[config.mk]
export PLATFORM = sky130hd
export DESIGN_NAME = relobi_a_other_decoder
export DESIGN_NICKNAME = d
export VERILOG_FILES = /design/src/rtl/relobi_a_other_decoder.sv
export SDC_FILE = /design/constraint.sdc
export NUM_CORES = 1
export LEC_CHECK = 0
export CAP_MARGIN = 20
export CORE_MARGIN = 4
export CORE_UTILIZATION = 54
export DETAILED_ROUTE_END_ITERATION = 10
export PLACE_DENSITY = 0.91
export SYNTH_ARGS = -nofsm -noshare
export SYNTH_HDL_FRONTEND = slang
export SYNTH_SLANG_ARGS = --single-unit
[constraint.sdc]
create_clock -name clk_i -period 10.94 [get_ports clk_i]
set_input_delay 1.641 -clock clk_i [delete_from_list [all_inputs] [get_ports clk_i]]
set_output_delay 1.641 -clock clk_i [all_outputs]
set_load 0.01 [all_outputs]
[src/rtl/relobi_a_other_decoder.sv]
// Purpose: relOBI A-channel "other" decoder; Hsiao SECDED check/correct of {we, be, aid, a_optional}.
// Latency: 1 cycle (single output register); 1 beat/cycle when out_ready_i stays high.
// Backpressure: in_ready_o = !out_valid_o | out_ready_i; a stalled output holds every output stable.
//
// Ports:
//   clk_i, rst_ni                 clock, synchronous active-low reset
//   in_valid_i / in_ready_o       input beat handshake
//   we_i, be_i, aid_i,            received payload (possibly corrupted) and its ECC word
//   a_optional_i, other_ecc_i
//   out_valid_o / out_ready_i     output beat handshake
//   we_o, be_o, aid_o,            corrected payload
//   a_optional_o
//   corr_o, uncorr_o              per-beat status of the beat on the output
//   clear_i                       clears the counters and the sticky fault
//   corr_cnt_o, uncorr_cnt_o      saturating counts of corrected / uncorrectable beats
//   fault_o                       sticky uncorrectable-error flag
module relobi_a_other_decoder #(
  parameter int DataWidth     = 32,
  parameter int IdWidth       = 1,
  parameter int OptWidth      = 1,
  parameter int CntWidth      = 16,
  parameter int OtherWidth    = 1 + DataWidth / 8 + IdWidth + OptWidth,
  // Smallest r with enough odd-weight (>=3) columns: 2^(r-1) - r >= OtherWidth.
  parameter int OtherEccWidth = ((2 ** 2) - 3 >= OtherWidth) ? 3 :
                                ((2 ** 3) - 4 >= OtherWidth) ? 4 :
                                ((2 ** 4) - 5 >= OtherWidth) ? 5 :
                                ((2 ** 5) - 6 >= OtherWidth) ? 6 :
                                ((2 ** 6) - 7 >= OtherWidth) ? 7 : 8
) (
  input  logic                     clk_i,
  input  logic                     rst_ni,
  input  logic                     in_valid_i,
  output logic                     in_ready_o,
  input  logic                     we_i,
  input  logic [DataWidth/8-1:0]   be_i,
  input  logic [IdWidth-1:0]       aid_i,
  input  logic [OptWidth-1:0]      a_optional_i,
  input  logic [OtherEccWidth-1:0] other_ecc_i,
  output logic                     out_valid_o,
  input  logic                     out_ready_i,
  output logic                     we_o,
  output logic [DataWidth/8-1:0]   be_o,
  output logic [IdWidth-1:0]       aid_o,
  output logic [OptWidth-1:0]      a_optional_o,
  output logic                     corr_o,
  output logic                     uncorr_o,
  input  logic                     clear_i,
  output logic [CntWidth-1:0]      corr_cnt_o,
  output logic [CntWidth-1:0]      uncorr_cnt_o,
  output logic                     fault_o
);

  localparam int BeW = DataWidth / 8;
  localparam int EW  = OtherEccWidth;
  localparam int HW  = OtherWidth * EW;

  // H-matrix payload columns: odd-weight vectors of weight >= 3, taken in order of
  // increasing weight, then increasing value. Column n belongs to payload bit n
  // (bit 0 = a_optional LSB). ECC bits use the identity columns.
  function automatic logic [HW-1:0] gen_cols();
    logic [HW-1:0] cols;
    int            n;
    cols = '0;
    n    = 0;
    for (int w = 3; w <= EW; w += 2) begin
      for (int v = 0; v < (2 ** EW); v++) begin
        if ($countones(v) == w && n < OtherWidth) begin
          cols = cols | (HW'(v) << (n * EW));
          n++;
        end
      end
    end
    return cols;
  endfunction

  localparam logic [HW-1:0] HCols = gen_cols();

  logic [OtherWidth-1:0] payload;
  logic [OtherWidth-1:0] flip;
  logic [OtherWidth-1:0] payload_fix;
  logic [EW-1:0]         synd_acc [OtherWidth+1];
  logic [EW-1:0]         syndrome;
  logic                  ecc_hit;
  logic                  corr_evt;
  logic                  uncorr_evt;
  logic                  accept;

  assign payload = {we_i, be_i, aid_i, a_optional_i};

  // Syndrome = received ECC xor the columns of all set payload bits.
  assign synd_acc[0] = other_ecc_i;
  for (genvar i = 0; i < OtherWidth; i++) begin : g_col
    assign synd_acc[i+1] = synd_acc[i] ^ (payload[i] ? HCols[i*EW +: EW] : '0);
    assign flip[i]       = (syndrome == HCols[i*EW +: EW]);
  end
  assign syndrome = synd_acc[OtherWidth];

  // A single flipped ECC bit shows up as a weight-1 syndrome; payload stays as is.
  assign ecc_hit     = $onehot(syndrome);
  // Payload columns are all odd weight, so a match already implies odd weight.
  assign corr_evt    = (|flip) | ecc_hit;
  assign uncorr_evt  = (|syndrome) & ~corr_evt;
  assign payload_fix = payload ^ flip;

  // ---------------------------------------------------------------------------
  // Output register and handshake
  // ---------------------------------------------------------------------------
  logic                  out_valid_q, out_valid_d;
  logic [OtherWidth-1:0] payload_q, payload_d;
  logic                  corr_q, corr_d;
  logic                  uncorr_q, uncorr_d;
  logic [CntWidth-1:0]   corr_cnt_q, corr_cnt_d;
  logic [CntWidth-1:0]   uncorr_cnt_q, uncorr_cnt_d;
  logic                  fault_q, fault_d;

  assign in_ready_o = ~out_valid_q | out_ready_i;
  assign accept     = in_valid_i & in_ready_o;

  always_comb begin
    out_valid_d = out_valid_q;
    payload_d   = payload_q;
    corr_d      = corr_q;
    uncorr_d    = uncorr_q;
    if (accept) begin
      out_valid_d = 1'b1;
      payload_d   = payload_fix;
      corr_d      = corr_evt;
      uncorr_d    = uncorr_evt;
    end else if (out_ready_i) begin
      out_valid_d = 1'b0;
    end
  end

  // Counters: clear wins over the stored value, but an event in the same cycle
  // still counts, so clear+event leaves the counter at 1.
  always_comb begin
    corr_cnt_d   = corr_cnt_q;
    uncorr_cnt_d = uncorr_cnt_q;
    fault_d      = fault_q;
    if (clear_i) begin
      corr_cnt_d   = '0;
      uncorr_cnt_d = '0;
      fault_d      = 1'b0;
    end
    if (accept && corr_evt) begin
      if (clear_i)                              corr_cnt_d = CntWidth'(1);
      else if (corr_cnt_q != {CntWidth{1'b1}})  corr_cnt_d = corr_cnt_q + CntWidth'(1);
    end
    if (accept && uncorr_evt) begin
      fault_d = 1'b1;
      if (clear_i)                                uncorr_cnt_d = CntWidth'(1);
      else if (uncorr_cnt_q != {CntWidth{1'b1}})  uncorr_cnt_d = uncorr_cnt_q + CntWidth'(1);
    end
  end

  always_ff @(posedge clk_i) begin
    if (!rst_ni) begin
      out_valid_q  <= 1'b0;
      payload_q    <= '0;
      corr_q       <= 1'b0;
      uncorr_q     <= 1'b0;
      corr_cnt_q   <= '0;
      uncorr_cnt_q <= '0;
      fault_q      <= 1'b0;
    end else begin
      out_valid_q  <= out_valid_d;
      payload_q    <= payload_d;
      corr_q       <= corr_d;
      uncorr_q     <= uncorr_d;
      corr_cnt_q   <= corr_cnt_d;
      uncorr_cnt_q <= uncorr_cnt_d;
      fault_q      <= fault_d;
    end
  end

  assign out_valid_o  = out_valid_q;
  assign a_optional_o = payload_q[OptWidth-1:0];
  assign aid_o        = payload_q[OptWidth +: IdWidth];
  assign be_o         = payload_q[OptWidth+IdWidth +: BeW];
  assign we_o         = payload_q[OtherWidth-1];
  assign corr_o       = corr_q;
  assign uncorr_o     = uncorr_q;
  assign corr_cnt_o   = corr_cnt_q;
  assign uncorr_cnt_o = uncorr_cnt_q;
  assign fault_o      = fault_q;

endmodule

==> summary.txt <==
Finish
  – Ant diodes: 0
  – Sequential cell area: 860.8 sq um
  – Post-route cell area: 3272 sq um
  – Final Util: 72.64%
  – Multi-input logic area: 1620 sq um
  – Nets: around 380
  – FILL cells: about 360
  – P&R area growth vs syn: 26.45%
  – Layout cells sized above 1: 4.775%

Synthesis
  – Mapped Nets: around 330
  – Post-synth top area cell: dfxtp_1
  – Main combinational cell family by area after synthesis: simple AND/OR/NAND/NOR gates
  – Avg Cell Area, Syn: approximately 8.6 sq um
  – Most frequent cell after synthesis: dfxtp_1
  – Mux share of post-synthesis cell area: under 10%
  – Syn. warnings: 0
  – Dominant cells by area after synthesis: dfxtp_1 33%, xnor2_1 4.4%, nand4_1 4.4%
  – Sequential fraction of the synthesis area: about 33%
  – Fraction of the mapped netlist area in adder cells: roughly 5%
  – Compound-Gate Fraction of Synth Area: roughly a fifth
  – Top post-synthesis cells by count: 43 x dfxtp_1, 28 x nand2_1, 22 x a21oi_1, 18 x nand4_1, 15 x nand3_1
  – Synth Cell Area: approximately 2600 sq um
  – Synth Flop Type: dfxtp_1
  – Syn Inst Count: 302
  – Area share of and/or/nand/nor cells after synthesis: around 26%
  – EDFF count, synth: 0
  – Top-area cell type share of the netlist area: between 30% and 40%
  – Area share of xor/xnor cells in the synthesized design: 9.671%
  – Synth unique cells: between 40 and 50
  – Async SR Flop Fraction: 0%
  – Synth Register Bits: 43

Clock tree
  – Hold Buf Count CTS: 0
  – Postcts setup bufs: 0
  – TritonCTS Buffers: 5
  – CTS tree: done
  – Max Root-Sink Buffers: 2
  – Clk pin slew, worst setup/hold paths: 0.08 ns
  – Clk sinks: 43
  – Clock Latency Late Sink: 0.29 ns
  – Htree depth: 2
  – Clock root buffer master: clkbuf_8
  – Post_cts resized: 0

Global routing
  – Global-route wire length before repair: 10.95 mm
  – Gr usage total: between 20% and 30%
  – Initial antenna violation count: 0
  – Total grt overflow: 0
  – Largest net degree at the start of global routing: 34
  – Vias in the first global route: 2395

Worst setup path
  – Crit path DAT: just over 6 ns
  – CP startpoint kind: input pin
  – Crit-path max FO: 33
  – Critical Path RT: ~11 ns
  – Worst setup path class: input pin to flip-flop
  – R2r setup slk: between 8 and 9 ns
  – Worst setup EP type: flip-flop

Die
  – # rows: 24
  – Die span in x: between 70 and 80 um
  – Core Area: 4504 sq um
  – Die Area: a little under 6000 sq um
  – Io pins: approximately 60
  – Die Y-Extent: ~77 um
  – Initial Util: 57.44%

Place
  – Port Buffer Count: 60
  – Post-DP HPWL: 4.683 mm
  – Pre-CTS WS: 4.875 ns
  – DP Area: between 3000 and 4000 sq um
  – Routability cong.: roughly 0.88

STA
  – Setup violators final: 0
  – Part of the cycle the worst path needs: 53.23%
  – Fin crit period: 5.823 ns
  – Setup ws final: 5.117 ns
  – Final Hold Violating Endpoints: 0
  – Skew final: 0.004982 ns
  – RSZ-0062 raised after global routing: false
  – Highest Clock Rate: 0.1717 GHz
  – Setup TNS: 0 ns
  – Slew @ Worst Pin: 0.9247 ns
  – Max-slew violations: 0
  – Relative slew slack: 38.17%

Routing
  – Drt total wl: 6.349 mm
  – Via density: between 6 and 7
  – Remaining antenna violation count after routing: 0
  – Vias: about 2.5k
  – DRT iter0 DRCs: 117
  – DRC viols: 0
  – Detailed Routing Iterations Pass 1: 4
  – Wire per inst: ~16 um

Power and ir drop
  – Switch Pwr: 0.1971 mW
  – PwrDens: 144.1 nW/um^2
  – Seq pwr share: 36.9%
  – Switching share of power: a little over two fifths
  – Pwr Total: 0.4715 mW
  – Pint: around 0.27 mW
  – Static leakage: 1.158 nW
  – Clk pwr share: 20.8%
  – Gate power share: 42.2%
  – Worst IR drop on VDD: 93.96 uV

Run status
  – Status: finished clean

Flow run
  – Max Cap Viol: 0

Worst hold path
  – HP Class: flip-flop to flip-flop
-- area by class of cell --
cell class | count | area share (%)
timing repair buffer | 60 | 18.36
multi-input combinational | 234 | 49.52
tap | 52 | 1.989
inverter | 11 | 1.338
sequential | 43 | 26.31
clock buffer | 7 | 2.333
clock inverter | 1 | 0.1530
-- layer usage --
layer / vias to the layer above / wire length [um] / global-route usage, %
met5: - / 0 / 0
met4: 0 / 85 / 6.406
met3: 10 / 314 / 4.333
met2: 78 / 3065 / 36.87
met1: 1187 / 2884 / 28.12
li1: 1252 / - / -
-- power groups by stage --
stage | Sequential (mW) | Clock [mW] | Combinational, mW
floorplan | 0.181 | 0 | 0.149
global placement | 0.178 | 0 | 0.188
detailed placement | 0.178 | 0 | 0.197
CTS | 0.174 | 0.0989 | 0.198
global route | 0.176 | 0.108 | 0.218
finish | 0.174 | 0.0982 | 0.199
-- cells in the final DEF, fill, tap and decap left out, drive strengths merged, types with 8 or more instances in the layout --
master and count:
dfxtp 43, xor2 11, or3 10, o211a 9, xnor2 14, nand3 15
clkdlybuf4s50 60, nand4 18, nor2 8, o21ai 9, or4 15, a21oi 22
inv 11, o31ai 12, nand2 28
-- cell families (layout without fill, tap and decap cells) --
| kind of cell | after synthesis | in the layout |
|---|---|---|
| simple gates | 120 | 120 |
| mux | 3 | 3 |
| xor+xnor | 26 | 26 |
| flops | 43 | 43 |
| fa+ha+maj | 9 | 9 |
| buf+inv | 25 | 79 |
| compound gates | 76 | 76 |
-- metrics by stage --
| stage | instances | hold slack (ns) |
|---|---|---|
| final | 408 | 0.4746 |
| after CTS | 408 | 0.4785 |
| after global placement | 400 | 0.4660 |
| after global routing | 408 | 0.5091 |
| after detailed placement | 400 | 0.4673 |
| after floorplan | 302 | 0.4876 |
-- sequential cells by signal, summed over array words and instances, names as in the netlist --
signal	count
out_valid_o	1
corr_cnt_o	16
uncorr_o	1
payload_q	7
corr_o	1
fault_o	1
uncorr_cnt_o	16
-- final timing paths --
path,start,end,cells after the start
setup / recovery,be_i[1],corr_cnt_o[15],13
hold / removal,fault_o,fault_o,2
setup reg to reg,out_valid_o,corr_cnt_o[5],5
hold reg to reg,fault_o,fault_o,2
-- worst max-delay path, stage by stage --
cell	delay, ns
clkdlybuf4s50_1	0.58
xor2_1	0.20
xor2_1	0.48
inv_1	0.23
fa_1	0.52
inv_1	0.05
fa_1	0.35
inv_1	0.07
ha_1	0.22
or3_1	0.41
o211a_1	0.46
or4_1	0.64
a21oi_1	0.16
Power figures use the tool's default switching activity.
